<file path="src/rtl/feedback_tx_pkg.sv">
// Field layout and memory map for the node-to-node feedback packet.
// Shared with the receive side so both agree on word order and header bits.
package feedback_tx_pkg;

   localparam int                    WORD_WIDTH     = 16;
   localparam int                    CNT_W          = 5;
   localparam logic [WORD_WIDTH-1:0] MAX_SINKS      = 16'd16;
   localparam logic [WORD_WIDTH-1:0] KSINK_BASE     = 16'h0008;
   localparam logic [WORD_WIDTH-1:0] KSINK_CNT_ADDR = 16'h0688;
   localparam logic [3:0]            PKT_TYPE       = 4'hA;
   localparam logic [2:0]            LAST_HDR_IDX   = 3'd6;
   localparam logic [7:0]            HDR_LEN_BASE   = 8'd7;

   typedef enum logic [2:0] {
      S_IDLE,
      S_RD_CNT,
      S_WAIT_CNT,
      S_SEND_HDR,
      S_RD_SINK,
      S_WAIT_SINK,
      S_SEND_SINK,
      S_DONE
   } state_t;

   // Raw count is compared on all 16 bits so large values clamp instead of wrapping.
   function automatic logic [CNT_W-1:0] clamp_count(input logic [WORD_WIDTH-1:0] raw);
      return (raw > MAX_SINKS) ? MAX_SINKS[CNT_W-1:0] : raw[CNT_W-1:0];
   endfunction

   function automatic logic [WORD_WIDTH-1:0] header_word(input logic agg,
                                                         input logic [CNT_W-1:0] n);
      logic [7:0] len;
      len = HDR_LEN_BASE + {3'b000, n};
      return {PKT_TYPE, agg, 3'b000, len};
   endfunction

   function automatic logic [WORD_WIDTH-1:0] sink_addr(input logic [3:0] s);
      return KSINK_BASE + {11'd0, s, 1'b0};
   endfunction

endpackage

</file>
<file path="src/rtl/feedback_tx_if.sv">
// Memory read port plus valid/ready word stream toward the link layer.
interface feedback_tx_if;
   import feedback_tx_pkg::*;

   logic [WORD_WIDTH-1:0] address;
   logic                  wr_en;
   logic [WORD_WIDTH-1:0] mem_data_out;
   logic [WORD_WIDTH-1:0] tx_data;
   logic                  tx_valid;
   logic                  tx_ready;
   logic                  tx_last;

   modport master (
      output address, wr_en, tx_data, tx_valid, tx_last,
      input  mem_data_out, tx_ready
   );

   modport slave (
      input  address, wr_en, tx_data, tx_valid, tx_last,
      output mem_data_out, tx_ready
   );

endinterface

</file>
<file path="src/rtl/feedback_tx.sv">
// Builds and serialises the feedback packet after action selection completes.
//
// state       | meaning
// S_IDLE      | wait for en & start; latch node registers
// S_RD_CNT    | knownSinkCount address on the bus
// S_WAIT_CNT  | capture clamped count, load header word 0
// S_SEND_HDR  | present header words 0..6
// S_RD_SINK   | knownSinks[s] address on the bus
// S_WAIT_SINK | capture sink word into the output register
// S_SEND_SINK | present sink word s
// S_DONE      | packet complete, done asserted
module feedback_tx
   import feedback_tx_pkg::*;
(
   input  logic                  clock,
   input  logic                  rst,
   input  logic                  en,
   input  logic                  start,
   input  logic [WORD_WIDTH-1:0] my_node_id,
   input  logic [WORD_WIDTH-1:0] my_cluster_id,
   input  logic [WORD_WIDTH-1:0] my_battery_stat,
   input  logic [WORD_WIDTH-1:0] my_best,
   input  logic [WORD_WIDTH-1:0] next_hop,
   input  logic                  for_aggregation,
   output logic                  done,
   feedback_tx_if.master         bus
);

   state_t                state_q, state_d;
   logic [2:0]            idx_q, idx_d, idx_inc;
   logic [3:0]            s_q, s_d;
   logic [CNT_W-1:0]      n_q, n_d;
   logic [WORD_WIDTH-1:0] node_q, node_d, hop_q, hop_d, bat_q, bat_d;
   logic [WORD_WIDTH-1:0] best_q, best_d, clu_q, clu_d;
   logic                  agg_q, agg_d;
   logic [WORD_WIDTH-1:0] address_q, address_d, tx_data_q, tx_data_d, hdr_next;
   logic                  tx_valid_q, tx_valid_d, tx_last_q, tx_last_d, done_q, done_d;
   logic                  last_sink;

   assign idx_inc   = idx_q + 3'd1;
   assign last_sink = ({1'b0, s_q} == (n_q - 5'd1));

   always_comb begin
      hdr_next = '0;
      case (idx_inc)
         3'd1:    hdr_next = node_q;
         3'd2:    hdr_next = hop_q;
         3'd3:    hdr_next = bat_q;
         3'd4:    hdr_next = best_q;
         3'd5:    hdr_next = clu_q;
         3'd6:    hdr_next = {11'd0, n_q};
         default: hdr_next = '0;
      endcase
   end

   always_comb begin
      state_d    = state_q;
      idx_d      = idx_q;
      s_d        = s_q;
      n_d        = n_q;
      node_d     = node_q;
      hop_d      = hop_q;
      bat_d      = bat_q;
      best_d     = best_q;
      clu_d      = clu_q;
      agg_d      = agg_q;
      address_d  = address_q;
      tx_data_d  = tx_data_q;
      tx_valid_d = tx_valid_q;
      tx_last_d  = tx_last_q;
      done_d     = done_q;
      case (state_q)
         S_IDLE: begin
            if (en && start) begin
               node_d    = my_node_id;
               hop_d     = next_hop;
               bat_d     = my_battery_stat;
               best_d    = my_best;
               clu_d     = my_cluster_id;
               agg_d     = for_aggregation;
               done_d    = 1'b0;
               address_d = KSINK_CNT_ADDR;
               state_d   = S_RD_CNT;
            end
         end
         S_RD_CNT: state_d = S_WAIT_CNT;
         S_WAIT_CNT: begin
            n_d        = clamp_count(bus.mem_data_out);
            idx_d      = '0;
            s_d        = '0;
            tx_data_d  = header_word(agg_q, n_d);
            tx_valid_d = 1'b1;
            tx_last_d  = 1'b0;
            state_d    = S_SEND_HDR;
         end
         S_SEND_HDR: begin
            if (bus.tx_ready) begin
               if (idx_q == LAST_HDR_IDX) begin
                  tx_valid_d = 1'b0;
                  tx_last_d  = 1'b0;
                  if (n_q != '0) begin
                     address_d = sink_addr(s_q);
                     state_d   = S_RD_SINK;
                  end else begin
                     done_d  = 1'b1;
                     state_d = S_DONE;
                  end
               end else begin
                  idx_d     = idx_inc;
                  tx_data_d = hdr_next;
                  // Word 6 closes the packet only when there are no sinks to follow.
                  tx_last_d = (idx_inc == LAST_HDR_IDX) && (n_q == '0);
               end
            end
         end
         S_RD_SINK: state_d = S_WAIT_SINK;
         S_WAIT_SINK: begin
            tx_data_d  = bus.mem_data_out;
            tx_valid_d = 1'b1;
            tx_last_d  = last_sink;
            state_d    = S_SEND_SINK;
         end
         S_SEND_SINK: begin
            if (bus.tx_ready) begin
               tx_valid_d = 1'b0;
               tx_last_d  = 1'b0;
               if (last_sink) begin
                  done_d  = 1'b1;
                  state_d = S_DONE;
               end else begin
                  s_d       = s_q + 4'd1;
                  address_d = sink_addr(s_q + 4'd1);
                  state_d   = S_RD_SINK;
               end
            end
         end
         S_DONE:  state_d = S_IDLE;
         default: state_d = S_IDLE;
      endcase
   end

   always_ff @(posedge clock) begin
      if (rst) begin
         state_q    <= S_IDLE;
         idx_q      <= '0;
         s_q        <= '0;
         n_q        <= '0;
         node_q     <= '0;
         hop_q      <= '0;
         bat_q      <= '0;
         best_q     <= '0;
         clu_q      <= '0;
         agg_q      <= 1'b0;
         address_q  <= '0;
         tx_data_q  <= '0;
         tx_valid_q <= 1'b0;
         tx_last_q  <= 1'b0;
         done_q     <= 1'b0;
      end else begin
         state_q    <= state_d;
         idx_q      <= idx_d;
         s_q        <= s_d;
         n_q        <= n_d;
         node_q     <= node_d;
         hop_q      <= hop_d;
         bat_q      <= bat_d;
         best_q     <= best_d;
         clu_q      <= clu_d;
         agg_q      <= agg_d;
         address_q  <= address_d;
         tx_data_q  <= tx_data_d;
         tx_valid_q <= tx_valid_d;
         tx_last_q  <= tx_last_d;
         done_q     <= done_d;
      end
   end

   assign bus.address  = address_q;
   assign bus.wr_en    = 1'b0;
   assign bus.tx_data  = tx_data_q;
   assign bus.tx_valid = tx_valid_q;
   assign bus.tx_last  = tx_last_q;
   assign done         = done_q;

endmodule
</file>
<file path="src/flat_wrapper.sv">
// flat-port wrapper written by rule: the top's interface ports become plain ports
module feedback_tx_flat import feedback_tx_pkg::*;
  (clock, rst, en, start, my_node_id, my_cluster_id, my_battery_stat, my_best, next_hop, for_aggregation, done, bus_address, bus_wr_en, bus_tx_data, bus_tx_valid, bus_tx_last, bus_mem_data_out, bus_tx_ready);
  feedback_tx_if bus_i ();
  input  logic clock;
  input  logic rst;
  input  logic en;
  input  logic start;
  input  logic [WORD_WIDTH-1:0] my_node_id;
  input  logic [WORD_WIDTH-1:0] my_cluster_id;
  input  logic [WORD_WIDTH-1:0] my_battery_stat;
  input  logic [WORD_WIDTH-1:0] my_best;
  input  logic [WORD_WIDTH-1:0] next_hop;
  input  logic for_aggregation;
  output logic done;
  output wire logic [$bits(bus_i.address)-1:0] bus_address;
  output wire logic [$bits(bus_i.wr_en)-1:0] bus_wr_en;
  output wire logic [$bits(bus_i.tx_data)-1:0] bus_tx_data;
  output wire logic [$bits(bus_i.tx_valid)-1:0] bus_tx_valid;
  output wire logic [$bits(bus_i.tx_last)-1:0] bus_tx_last;
  input wire logic [$bits(bus_i.mem_data_out)-1:0] bus_mem_data_out;
  input wire logic [$bits(bus_i.tx_ready)-1:0] bus_tx_ready;
  assign bus_address = bus_i.address;
  assign bus_wr_en = bus_i.wr_en;
  assign bus_tx_data = bus_i.tx_data;
  assign bus_tx_valid = bus_i.tx_valid;
  assign bus_tx_last = bus_i.tx_last;
  assign bus_i.mem_data_out = bus_mem_data_out;
  assign bus_i.tx_ready = bus_tx_ready;
  feedback_tx u_core (.clock(clock), .rst(rst), .en(en), .start(start), .my_node_id(my_node_id), .my_cluster_id(my_cluster_id), .my_battery_stat(my_battery_stat), .my_best(my_best), .next_hop(next_hop), .for_aggregation(for_aggregation), .done(done), .bus(bus_i));
endmodule
</file>
<file path="config.mk">
export PLATFORM = sky130hd
export DESIGN_NAME = feedback_tx_flat
export DESIGN_NICKNAME = d
export VERILOG_FILES = /design/src/rtl/feedback_tx_pkg.sv /design/src/rtl/feedback_tx_if.sv /design/src/rtl/feedback_tx.sv /design/src/flat_wrapper.sv
export SDC_FILE = /design/constraint.sdc
export NUM_CORES = 1
export LEC_CHECK = 0
export CAP_MARGIN = 0
export CORE_ASPECT_RATIO = 1.2
export CORE_MARGIN = 2
export CORE_UTILIZATION = 45
export DETAILED_ROUTE_END_ITERATION = 16
export PLACE_DENSITY_LB_ADDON = 0.2
export SETUP_SLACK_MARGIN = 0.1
export SYNTH_ARGS = -nofsm -noshare
export SYNTH_HDL_FRONTEND = slang
export SYNTH_SLANG_ARGS = --single-unit
</file>
<file path="constraint.sdc">
create_clock -name clock -period 2.55 [get_ports clock]
set_input_delay 0.765 -clock clock [delete_from_list [all_inputs] [get_ports clock]]
set_output_delay 0.765 -clock clock [all_outputs]
set_load 0.01 [all_outputs]
</file>
==> metrics.yaml <==
grt_pass1_wl_mm: 29.4
crit_chain: "clkbuf_2 -> or4_4 -> a2111oi_4 -> nand2_1 -> ha_2 -> inv_2 -> o21ai_1 -> a21oi_1 -> o21ai_1 -> a211oi_2"
worstHoldPathCells: 2
wl_met1_mm: 7.27
relSlewSlack: 0.506
yosysSeqAreaShare: 0.409
synth.distinct_cells: 59
yosysWarnings: 0
worstSetupPathType: "input pin to register"
setup_tns_ps: 0
design_area_um2: 8020
via_count: 6136
die_w_um: 109
firstDrtPassIters: 6
yosysTopAreaCellShare: 0.409
wl_met3_mm: 1.21
cp.arrival_ps: 2730
gp_routability_congestion: 0.923
critPathRequiredTime_ps: 2890
synth_edf_count: 0
cts_root_buf: "clkbuf_16"
drc_errors: 0
ys_ff_latch: 121
core_region_area_um2: 12700
avgSynthCellArea_um2: 7.52
status: "finished, final reports clean"
die_area_um2: 14100
r2r_end: "u_core.bus.tx_data[4]"
viasPerCell: 5.66
cp.buffers_inverters: 2
slew_violations: 0
min_to: "u_core.best_q[15]"
layout_min_cycle_time_ps: 2380
cts_sinks: 121
end_kind: "register"
drive_above_1_share: 0.105
clk_path_buf_depth: 2
hold_path.class: "register to register"
drtIter0Drc: 567
syn_inst: 787
wl_met2_mm: 9.37
synth_area_um2: 5920
rrSetupSlack_ps: 170
p_total_mw: 5.26
rsz0062_at_grt: "yes"
setup_viol: 0
nets: 1027
antenna_cells: 0
critical_path.top_delay_family: "compound AO/OA/AOI/OAI gates"
synthArstFlopShare: 0
dr.max_layer_used: "met4"
rows: 45
maxCapViolCount: 0
io-pin-count: 138
place_ws_ps: -563
wl_per_cell_um: 16.9
timing.final.crit_share: 0.935
post-route-util: 0.630
power_density_nw_per_um2: 656
fin_skew_ps: 5.61
holdBufCountCts: 0
io_buffers: 128
area_growth_pct: 35.5
post-dp-hpwl_mm: 13.4
reg2regPathDepth: 6
postLayoutSetupSlackWorst_ps: 165
cp_slowest_cell: "or4_4"
placed_area_um2: 7480
antenna_found_initial: 0
cp_common_cell: "o21ai_1"
vdd_drop_max_v: 0.000408
clk_pin_slew_ps: 50
synth_top_area_cell: "dfxtp_1"
first_global_vias: 5977
max_freq_mhz: 419
cp_slowest_stage_delay_ps: 570
drt_wl_total_mm: 18.4
netlist_top_cells_area: "dfxtp_1 (41%), nand2_1 (14%), a21oi_1 (8.7%)"
ys.flop_type: "dfxtp_1"
die_y_um: 130
insertion_delay_ps: 420
reg2reg_from: "u_core.idx_q[1]"
grt_max_degree: 81
grt_overflow: 0
initial_utilization: 0.465
cp-start-kind: "input pin"
hold_violations: 0
leakage_nw: 2.93
cts_buffers: 17
cts_tree: "yes"
h-tree-depth: 4
ant_nets: 0
grt_usage: 0.271
tightest_slew_ps: 741
critPathMaxFanout: 3
final.fill_count: 1121
hp-start: "u_core.best_q[15]"
==> registers in the layout, indices dropped and copies added (netlist names), 5 cells and up <==
register,flops
u_core.n_q,5
u_core.clu_q,16
u_core.bat_q,16
u_core.hop_q,16
u_core.bus.tx_data,16
u_core.node_q,16
u_core.bus.address,6
u_core.best_q,16
==> kinds of logic (layout without fill, tap and decap cells) <==
logic type,Yosys count,count (layout),synth area share
AND/OR/NAND/NOR,323,323,0.235
AO/OA/AOI/OAI,232,232,0.241
flip-flops,121,121,0.409
buffers and inverters,83,209,0.0630
XOR/XNOR,14,14,0.0243
adder cells (fa/ha/maj),10,10,0.0211
multiplexers,3,3,0.00528
other,1,9,0.000633
==> worst min-delay path: stages (launching register included) <==
cell and delay, ps:
dfxtp_1 310, nand2_1 50, a21oi_1 50
==> layer usage <==
layer,vias up,global-route usage
li1,2969,-
met1,2874,0.321
met2,251,0.471
met3,42,0.0528
met4,0,0.122
met5,-,0
==> layout make-up <==
type / count / area (µm²) / area share
multi-input cells: 591 / 3200 / 0.400
flip-flops and latches: 121 / 2420 / 0.302
repair buffers: 174 / 1630 / 0.203
clock buffers: 21 / 470 / 0.0587
well taps: 164 / 205 / 0.0256
clock inverters: 4 / 48.8 / 0.00608
inverters: 10 / 37.5 / 0.00468
==> synthesized netlist by cell type, types with 7 or more instances <==
master	number
a22oi_1	11
xor2_1	7
a211oi_1	17
inv_1	8
nor2_1	32
a222oi_1	10
ha_1	10
o21ai_0	45
buf_2	15
clkbuf_1	45
buf_4	11
nand3_1	25
a21oi_1	103
dfxtp_1	121
nand2_1	224
a21boi_0	10
nor3_1	8
==> worst max path at each step <==
stage / start / to / depth (start not counted)
after floorplan: bus_mem_data_out[3] / u_core.bus.tx_data[4] / 9
after global placement: bus_mem_data_out[3] / u_core.bus.tx_data[4] / 10
after detailed placement: bus_mem_data_out[3] / u_core.bus.tx_data[4] / 10
after CTS: bus_mem_data_out[5] / u_core.bus.tx_data[4] / 10
after global routing: bus_mem_data_out[3] / u_core.bus.tx_data[4] / 10
final: bus_mem_data_out[13] / u_core.bus.tx_data[4] / 10
==> timing repair <==
item,in CTS,in global routing
endpoints found under the setup margin,7,15
pin swaps,10,11
resized for setup,14,23
setup buffers,1,1
==> placed cells by master (no fill, tap or decap), types with 4 or more instances in the layout <==
| cell | n |
|---|---|
| nor3b_1 | 4 |
| ha_1 | 8 |
| buf_4 | 43 |
| o22ai_1 | 5 |
| clkbuf_2 | 7 |
| a21boi_0 | 10 |
| a222oi_1 | 10 |
| a31oi_1 | 5 |
| clkdlybuf4s50_1 | 113 |
| a21oi_1 | 103 |
| xor2_1 | 6 |
| a211oi_1 | 16 |
| nand3_1 | 24 |
| xnor2_1 | 5 |
| clkbuf_16 | 17 |
| a311oi_1 | 4 |
| nand4_1 | 5 |
| nand2_1 | 224 |
| dfxtp_1 | 121 |
| a22oi_1 | 11 |
| conb_1 | 9 |
| inv_1 | 7 |
| nor2_1 | 32 |
| o21ai_0 | 43 |
| nor3_1 | 8 |
==> where the power goes <==
part | total [mW] | internal (mW) | switching, mW | leakage (nW)
combinational | 0.948 | 0.453 | 0.495 | 1.69
sequential | 2.13 | 2.04 | 0.0952 | 0.985
clock | 2.17 | 1.37 | 0.804 | 0.258
==> per-stage QoR <==
stage	instances	hold slack [ps]
5_1_grt	1085	475
3_5_place_dp	1058	447
6_report	1085	455
3_3_place_gp	1058	444
4_1_cts	1084	453
2_1_floorplan	795	433
Note: power is estimated with default switching activity, not from simulation.
